**src/rtl/sa_job_arbiter.sv**
```systemverilog
// Round-robin arbiter sharing one systolic array among N_REQ projection jobs.
// Grants a job, steers the operand mux, pulses start, forwards tagged output
// rows and reports completion, with a watchdog for a stalled array.
module sa_job_arbiter #(
  parameter int unsigned D_W     = 8,
  parameter int unsigned X_R     = 64,
  parameter int unsigned N_REQ   = 3,
  parameter int unsigned TO_W    = 16,
  parameter int unsigned TIMEOUT = 4096,
  localparam int unsigned ID_W   = (N_REQ > 1) ? $clog2(N_REQ) : 1,
  localparam int unsigned RI_W   = $clog2(X_R)
) (
  input  logic                I_CLK,
  input  logic                I_RST_N,
  input  logic [N_REQ-1:0]    I_REQ,
  output logic [N_REQ-1:0]    O_DONE,
  output logic                O_ERR,
  output logic                O_BUSY,
  output logic [ID_W-1:0]     O_SA_SEL,
  output logic                O_SA_START,
  input  logic                I_SA_OUT_VLD,
  input  logic [64*D_W-1:0]   I_SA_OUT,
  output logic                O_ROW_VLD,
  output logic [64*D_W-1:0]   O_ROW_DATA,
  output logic [RI_W-1:0]     O_ROW_IDX,
  output logic [ID_W-1:0]     O_ROW_ID
);

  localparam int unsigned CW = RI_W + 1;
  localparam int unsigned OW = 64 * D_W;

  typedef enum logic [2:0] {
    S_IDLE  = 3'd0,
    S_GRANT = 3'd1,
    S_START = 3'd2,
    S_RUN   = 3'd3,
    S_DONE  = 3'd4
  } state_t;

  state_t            state_q, state_d;
  logic [ID_W-1:0]   rr_ptr_q, rr_ptr_d;
  logic [ID_W-1:0]   sa_sel_q, sa_sel_d;
  logic              sa_start_q, sa_start_d;
  logic [N_REQ-1:0]  done_q, done_d;
  logic              err_q, err_d;
  logic              busy_q, busy_d;
  logic              row_vld_q, row_vld_d;
  logic [OW-1:0]     row_data_q, row_data_d;
  logic [RI_W-1:0]   row_idx_q, row_idx_d;
  logic [ID_W-1:0]   row_id_q, row_id_d;
  logic [CW-1:0]     row_cnt_q, row_cnt_d;
  logic [TO_W-1:0]   to_cnt_q, to_cnt_d;

  logic [2*N_REQ-1:0] req2_c;
  logic [ID_W-1:0]    pick_c;
  logic               last_beat_c;
  logic               timeout_c;

  assign req2_c      = {I_REQ, I_REQ} >> rr_ptr_q;
  assign last_beat_c = I_SA_OUT_VLD && (row_cnt_q == CW'(X_R - 1));
  assign timeout_c   = !I_SA_OUT_VLD && (to_cnt_q == TO_W'(TIMEOUT - 1));

  // Round-robin pick: first requester at or above rr_ptr, wrapping around.
  always_comb begin
    int  sum;
    logic found;
    pick_c = rr_ptr_q;
    found  = 1'b0;
    sum    = 0;
    for (int i = 0; i < int'(N_REQ); i++) begin
      if (!found && req2_c[i]) begin
        found = 1'b1;
        sum   = int'(rr_ptr_q) + i;
        if (sum >= int'(N_REQ)) sum = sum - int'(N_REQ);
        pick_c = ID_W'(sum);
      end
    end
  end

  // State register.
  always_ff @(posedge I_CLK or negedge I_RST_N) begin
    if (!I_RST_N) state_q <= S_IDLE;
    else          state_q <= state_d;
  end

  // Next-state logic.
  always_comb begin
    state_d = state_q;
    case (state_q)
      S_IDLE:  if (|I_REQ) state_d = S_GRANT;
      S_GRANT: state_d = S_START;
      S_START: state_d = S_RUN;
      S_RUN:   if (last_beat_c || timeout_c) state_d = S_DONE;
      S_DONE:  state_d = S_IDLE;
      default: state_d = S_IDLE;
    endcase
  end

  // Output and datapath next values; done/err are set on entry to DONE so
  // they are visible during the DONE cycle together with the last row.
  always_comb begin
    rr_ptr_d   = rr_ptr_q;
    sa_sel_d   = sa_sel_q;
    sa_start_d = 1'b0;
    done_d     = '0;
    err_d      = 1'b0;
    busy_d     = (state_d != S_IDLE);
    row_vld_d  = 1'b0;
    row_data_d = row_data_q;
    row_idx_d  = row_idx_q;
    row_id_d   = row_id_q;
    row_cnt_d  = row_cnt_q;
    to_cnt_d   = to_cnt_q;
    case (state_q)
      S_IDLE: begin
        if (|I_REQ) sa_sel_d = pick_c;
      end
      S_GRANT: begin
        sa_start_d = 1'b1;
      end
      S_START: begin
        row_cnt_d = '0;
        to_cnt_d  = '0;
      end
      S_RUN: begin
        if (I_SA_OUT_VLD) begin
          row_vld_d  = 1'b1;
          row_data_d = I_SA_OUT;
          row_idx_d  = row_cnt_q[RI_W-1:0];
          row_id_d   = sa_sel_q;
          row_cnt_d  = row_cnt_q + CW'(1);
          to_cnt_d   = '0;
          if (last_beat_c) done_d = N_REQ'(1) << sa_sel_q;
        end else begin
          if (to_cnt_q != {TO_W{1'b1}}) to_cnt_d = to_cnt_q + TO_W'(1);
          if (timeout_c) begin
            done_d = N_REQ'(1) << sa_sel_q;
            err_d  = 1'b1;
          end
        end
      end
      S_DONE: begin
        rr_ptr_d = (sa_sel_q == ID_W'(N_REQ - 1)) ? '0 : sa_sel_q + ID_W'(1);
      end
      default: ;
    endcase
  end

  // Registered outputs and counters.
  always_ff @(posedge I_CLK or negedge I_RST_N) begin
    if (!I_RST_N) begin
      rr_ptr_q   <= '0;
      sa_sel_q   <= '0;
      sa_start_q <= 1'b0;
      done_q     <= '0;
      err_q      <= 1'b0;
      busy_q     <= 1'b0;
      row_vld_q  <= 1'b0;
      row_data_q <= '0;
      row_idx_q  <= '0;
      row_id_q   <= '0;
      row_cnt_q  <= '0;
      to_cnt_q   <= '0;
    end else begin
      rr_ptr_q   <= rr_ptr_d;
      sa_sel_q   <= sa_sel_d;
      sa_start_q <= sa_start_d;
      done_q     <= done_d;
      err_q      <= err_d;
      busy_q     <= busy_d;
      row_vld_q  <= row_vld_d;
      row_data_q <= row_data_d;
      row_idx_q  <= row_idx_d;
      row_id_q   <= row_id_d;
      row_cnt_q  <= row_cnt_d;
      to_cnt_q   <= to_cnt_d;
    end
  end

  assign O_DONE     = done_q;
  assign O_ERR      = err_q;
  assign O_BUSY     = busy_q;
  assign O_SA_SEL   = sa_sel_q;
  assign O_SA_START = sa_start_q;
  assign O_ROW_VLD  = row_vld_q;
  assign O_ROW_DATA = row_data_q;
  assign O_ROW_IDX  = row_idx_q;
  assign O_ROW_ID   = row_id_q;

endmodule

```
**config.mk**
```make
export PLATFORM = sky130hd
export DESIGN_NAME = sa_job_arbiter
export DESIGN_NICKNAME = d
export VERILOG_FILES = /design/src/rtl/sa_job_arbiter.sv
export SDC_FILE = /design/constraint.sdc
export NUM_CORES = 1
export LEC_CHECK = 0
export CAP_MARGIN = 0
export CORE_AREA = 2 2 413 415
export CTS_CLUSTER_SIZE = 30
export DETAILED_ROUTE_END_ITERATION = 10
export DIE_AREA = 0 0 415 417
export PLACE_DENSITY_LB_ADDON = 0.25
export SLEW_MARGIN = 20
export SYNTH_ARGS = -nofsm -noshare
export SYNTH_HDL_FRONTEND = slang
export SYNTH_SLANG_ARGS = --single-unit
```
**constraint.sdc**
```tcl
create_clock -name I_CLK -period 2.1 [get_ports I_CLK]
set_input_delay 0.21 -clock I_CLK [delete_from_list [all_inputs] [get_ports I_CLK]]
set_output_delay 0.21 -clock I_CLK [all_outputs]
set_load 0.01 [all_outputs]
```
==> results.py <==
metrics = {
    "outcome": {
        "status": "completed",
    },
    "global_route": {
        "antenna_found_initial": 23,
        "grt_pass1_vias": 21000,
        "grt-ovfl-total": 0,
        "grt_first_pass_wirelength_mm": 151,
        "track_usage_pct": 11.9,
        "grt_max_degree": 65,
    },
    "synth": {
        "synth-main-ff-cell": "dfrtp_1",
        "syn_nets": 2952,
        "synth_top_family_by_area": "simple AND/OR/NAND/NOR gates",
        "ys_seq_area_share_pct": 65.0,
        "synthMuxAreaShare_pct": 0.105,
        "synth_compound_area_share_pct": 1.88,
        "synthXorXnorAreaFrac_pct": 0.408,
        "synth_cell_types": 55,
        "synthArstFlopShare_pct": 100,
        "netlist_area_um2": 21500,
        "synthAdderAreaFrac_pct": 0.233,
        "yosysWarnings": 0,
        "syn_area_per_cell_um2": 8.83,
        "synth-seq-cells": 557,
        "synth_cells": 2430,
        "synth_edf_count": 0,
        "yosys.area_share.simple_pct": 30.1,
    },
    "clocking": {
        "cts_tree": "done",
        "htreeDepth": 3,
        "cts_buffers": 75,
        "cts_sinks": 557,
        "root_buffer": "clkbuf_16",
        "clock_path_buffers": 3,
        "clock_latency_ns": 0.66,
        "clk_pin_slew_ns": 0.06,
    },
    "finish": {
        "drive_gt1_share_pct": 6.61,
        "area.growth.synth_to_final_pct": 83.3,
        "multi_input_area_um2": 7010,
        "stdcell_count": 5966,
        "nNetsFinal": 4204,
        "layout.area.seq_um2": 13900,
        "fillers": 18500,
    },
    "setup_path": {
        "cp_slowest_cell": "dfrtp_1",
        "critPathTopFamily": "simple AND/OR/NAND/NOR gates",
        "required_ns": 2.62,
        "startpoint": "to_cnt_q[0]$_DFFE_PN0P_",
        "crit_buf_inv": 3,
        "cp-end-kind": "flop",
        "ff2ff_path_depth": 9,
        "startpoint_type": "flop",
        "rrSetupSlack_ns": 0.15,
        "worst_ep_arrival_time_ns": 2.46,
        "cp_slowest_stage_delay_ns": 0.35,
        "r2r_start": "to_cnt_q[0]$_DFFE_PN0P_",
        "crit_type": "flop to flop",
        "worstPathMaxFanout": 7,
        "r2r_end": "to_cnt_q[1]$_DFFE_PN0P_",
        "cpMostUsedCell": "buf_4",
        "crit_chain": "ha_1 -> nand4_2 -> buf_4 -> nor4_4 -> buf_4 -> a21oi_1 -> buf_4 -> nand3_1 -> nand2_1",
    },
    "timing": {
        "relSlewSlack_pct": 52.5,
        "hold_ws_ns": 0.0833,
        "finalSetupViolCount": 0,
        "rsz0062_at_grt": "false",
        "final-max-slew-violation-count": 0,
        "finalHoldViolCount": 0,
        "finalSetupTns_ns": 0,
        "period_share_pct": 92.7,
        "worstMarginPinSlew_ns": 0.705,
        "fin_crit_ns": 1.95,
        "fmax_ghz": 0.514,
        "finClkSkew_ns": 0.0364,
        "fin_ws_ns": 0.154,
    },
    "pwr": {
        "p_sw_share_pct": 27.4,
        "peakVddDrop_v": 0.000480,
        "p_switching_uw": 8490,
        "p_comb_share_pct": 18.6,
        "p_leak_uw": 0.0182,
        "internal_power_uw": 22500,
        "p_seq_share_pct": 39.6,
        "clkPwrFrac_pct": 41.7,
        "pwr_density_cell_nw_per_um2": 788,
    },
    "die": {
        "boundaryPins": 1047,
        "die-width_um": 415,
        "row_count": 151,
        "fp.coreArea_um2": 169000,
        "dieArea_um2": 173000,
        "dieHeight_um": 417,
        "initial_utilization_pct": 12.7,
    },
    "worst_hold_path": {
        "min_to": "O_ROW_DATA[201]$_DFFE_PN0P_",
        "hold_path_class": "primary input to flop",
        "hold_start": "I_SA_OUT[201]",
        "min_delay_path_depth": 3,
    },
    "placed_design": {
        "portBuffers": 1046,
        "pre_cts_ws_ns": 0.0618,
        "placed_cells": 5681,
        "dp_hpwl_mm": 82.7,
        "place_congestion": 0.827,
    },
    "route": {
        "wl_per_cell_um": 17.8,
        "firstDrtPassIters": 5,
        "drt_iter0_drc": 1194,
        "drtAntennaViolNets": 0,
        "vias_per_cell": 3.42,
        "wl_mm": 106,
        "vias": 20400,
        "drc": 0,
    },
    "run": {
        "max-cap-violations": 0,
    },
}
## power groups by stage
stage,Sequential (uW),Clock [uW],Combinational [uW]
after floorplan,12800,0,1120
after global placement,12400,0,5690
after detailed placement,12500,0,5670
after CTS,12300,13500,5920
after global routing,12400,13900,6250
final,12300,12900,5770
## metal layers
metal  vias up  part of all wire, %  track usage (%)
li1       9949                    -                -
met1      9655                   42             14.3
met2       641                   50             20.2
met3       134                  6.7             3.69
met4         0                  2.2             3.81
met5         -                    0                0
## tightest hold or removal path: stages
cell and delay (ns):
clkdlybuf4s50_1 0.40, nand2_1 0.06, nand2_1 0.04
## cell type report
cell class | instances | share of cell area (%)
Sequential cell | 557 | 35.4
Timing Repair Buffer | 1301 | 33.3
Multi-Input combinational cell | 1739 | 17.8
Tap cell | 2218 | 7.05
Clock buffer | 108 | 5.58
Clock inverter | 25 | 0.655
Inverter | 8 | 0.0954
Antenna cell | 10 | 0.0636
## per-stage QoR
step	area (um2)	power, uW	util, %
after floorplan	21500	13900	-
after global placement	35400	18100	21.0
after detailed placement	35400	18100	21.0
after CTS	39300	31700	23.3
after global routing	39300	32500	23.3
final	39300	31000	23.3
## worst max-delay path by stage
stage                                         end  slack [ns]  cells after the start
after floorplan           to_cnt_q[0]$_DFFE_PN0P_         0.1                      6
after global placement    O_SA_SEL[0]$_DFFE_PN0P_        0.03                      6
after detailed placement  O_SA_SEL[0]$_DFFE_PN0P_        0.06                      6
after CTS                         O_ROW_DATA[449]        0.05                      1
after global routing      to_cnt_q[1]$_DFFE_PN0P_        0.03                      9
final                     to_cnt_q[1]$_DFFE_PN0P_        0.15                      9
## cell families after synthesis
kind of cell	Yosys count
buf+inv	134
simple gates	1663
compound gates	60
flops	557
fa+ha+maj	4
mux	2
xor+xnor	10
## flip-flops by register name (all words and copies together) (netlist names)
register    flops
O_BUSY          1
row_cnt_q       7
O_ROW_DATA    512
O_ROW_ID        2
state_q         3
to_cnt_q       16
rr_ptr_q        2
O_ERR           1
O_ROW_VLD       1
O_DONE          3
O_ROW_IDX       6
O_SA_SEL        2
O_SA_START      1
## synthesized netlist by cell type (all sizes together) (3+ instances only)
| master | instances | area share (%) |
|---|---|---|
| xnor2 | 7 | 0.29 |
| nor3 | 5 | 0.14 |
| a21oi | 10 | 0.23 |
| a31oi | 3 | 0.087 |
| inv | 8 | 0.14 |
| buf | 4 | 0.076 |
| a22o | 3 | 0.12 |
| nor3b | 3 | 0.10 |
| nand4 | 6 | 0.20 |
| clkbuf | 122 | 2.1 |
| nor4 | 7 | 0.30 |
| nor2 | 22 | 0.38 |
| nand3 | 9 | 0.27 |
| nand2b | 5 | 0.15 |
| o31ai | 6 | 0.21 |
| nand2 | 1586 | 28 |
| dfrtp | 557 | 65 |
| ha | 4 | 0.23 |
| and3 | 3 | 0.093 |
| a211oi | 3 | 0.10 |
| xor2 | 3 | 0.12 |
| or2 | 3 | 0.087 |
| or4 | 3 | 0.14 |
| o21ai | 24 | 0.61 |
## repair_timing
action / in CTS / in global routing
gates resized for setup: 1 / 0
hold buffers: 142 / 0
setup endpoints to repair: 1 / 0
setup buffers: 0 / 0
hold endpoints to repair: 659 / 0
## layout by cell type, fill, tap and decap left out, types with 6 or more instances in the layout
cell | Yosys | layout
clkdlybuf4s50_1 | 0 | 1045
clkbuf_8 | 0 | 13
dlygate4sd3_1 | 0 | 142
clkbuf_1 | 122 | 17
clkinv_2 | 0 | 12
nand3_1 | 8 | 8
inv_1 | 7 | 7
clkbuf_16 | 0 | 78
nand2_1 | 1585 | 1585
dfrtp_1 | 557 | 556
buf_4 | 0 | 85
diode_2 | 0 | 10
o31ai_1 | 6 | 6
nor2_1 | 22 | 22
xnor2_1 | 7 | 7
a21oi_1 | 10 | 10
buf_12 | 0 | 28
o21ai_0 | 23 | 23
(Power assumes the default switching activity.)
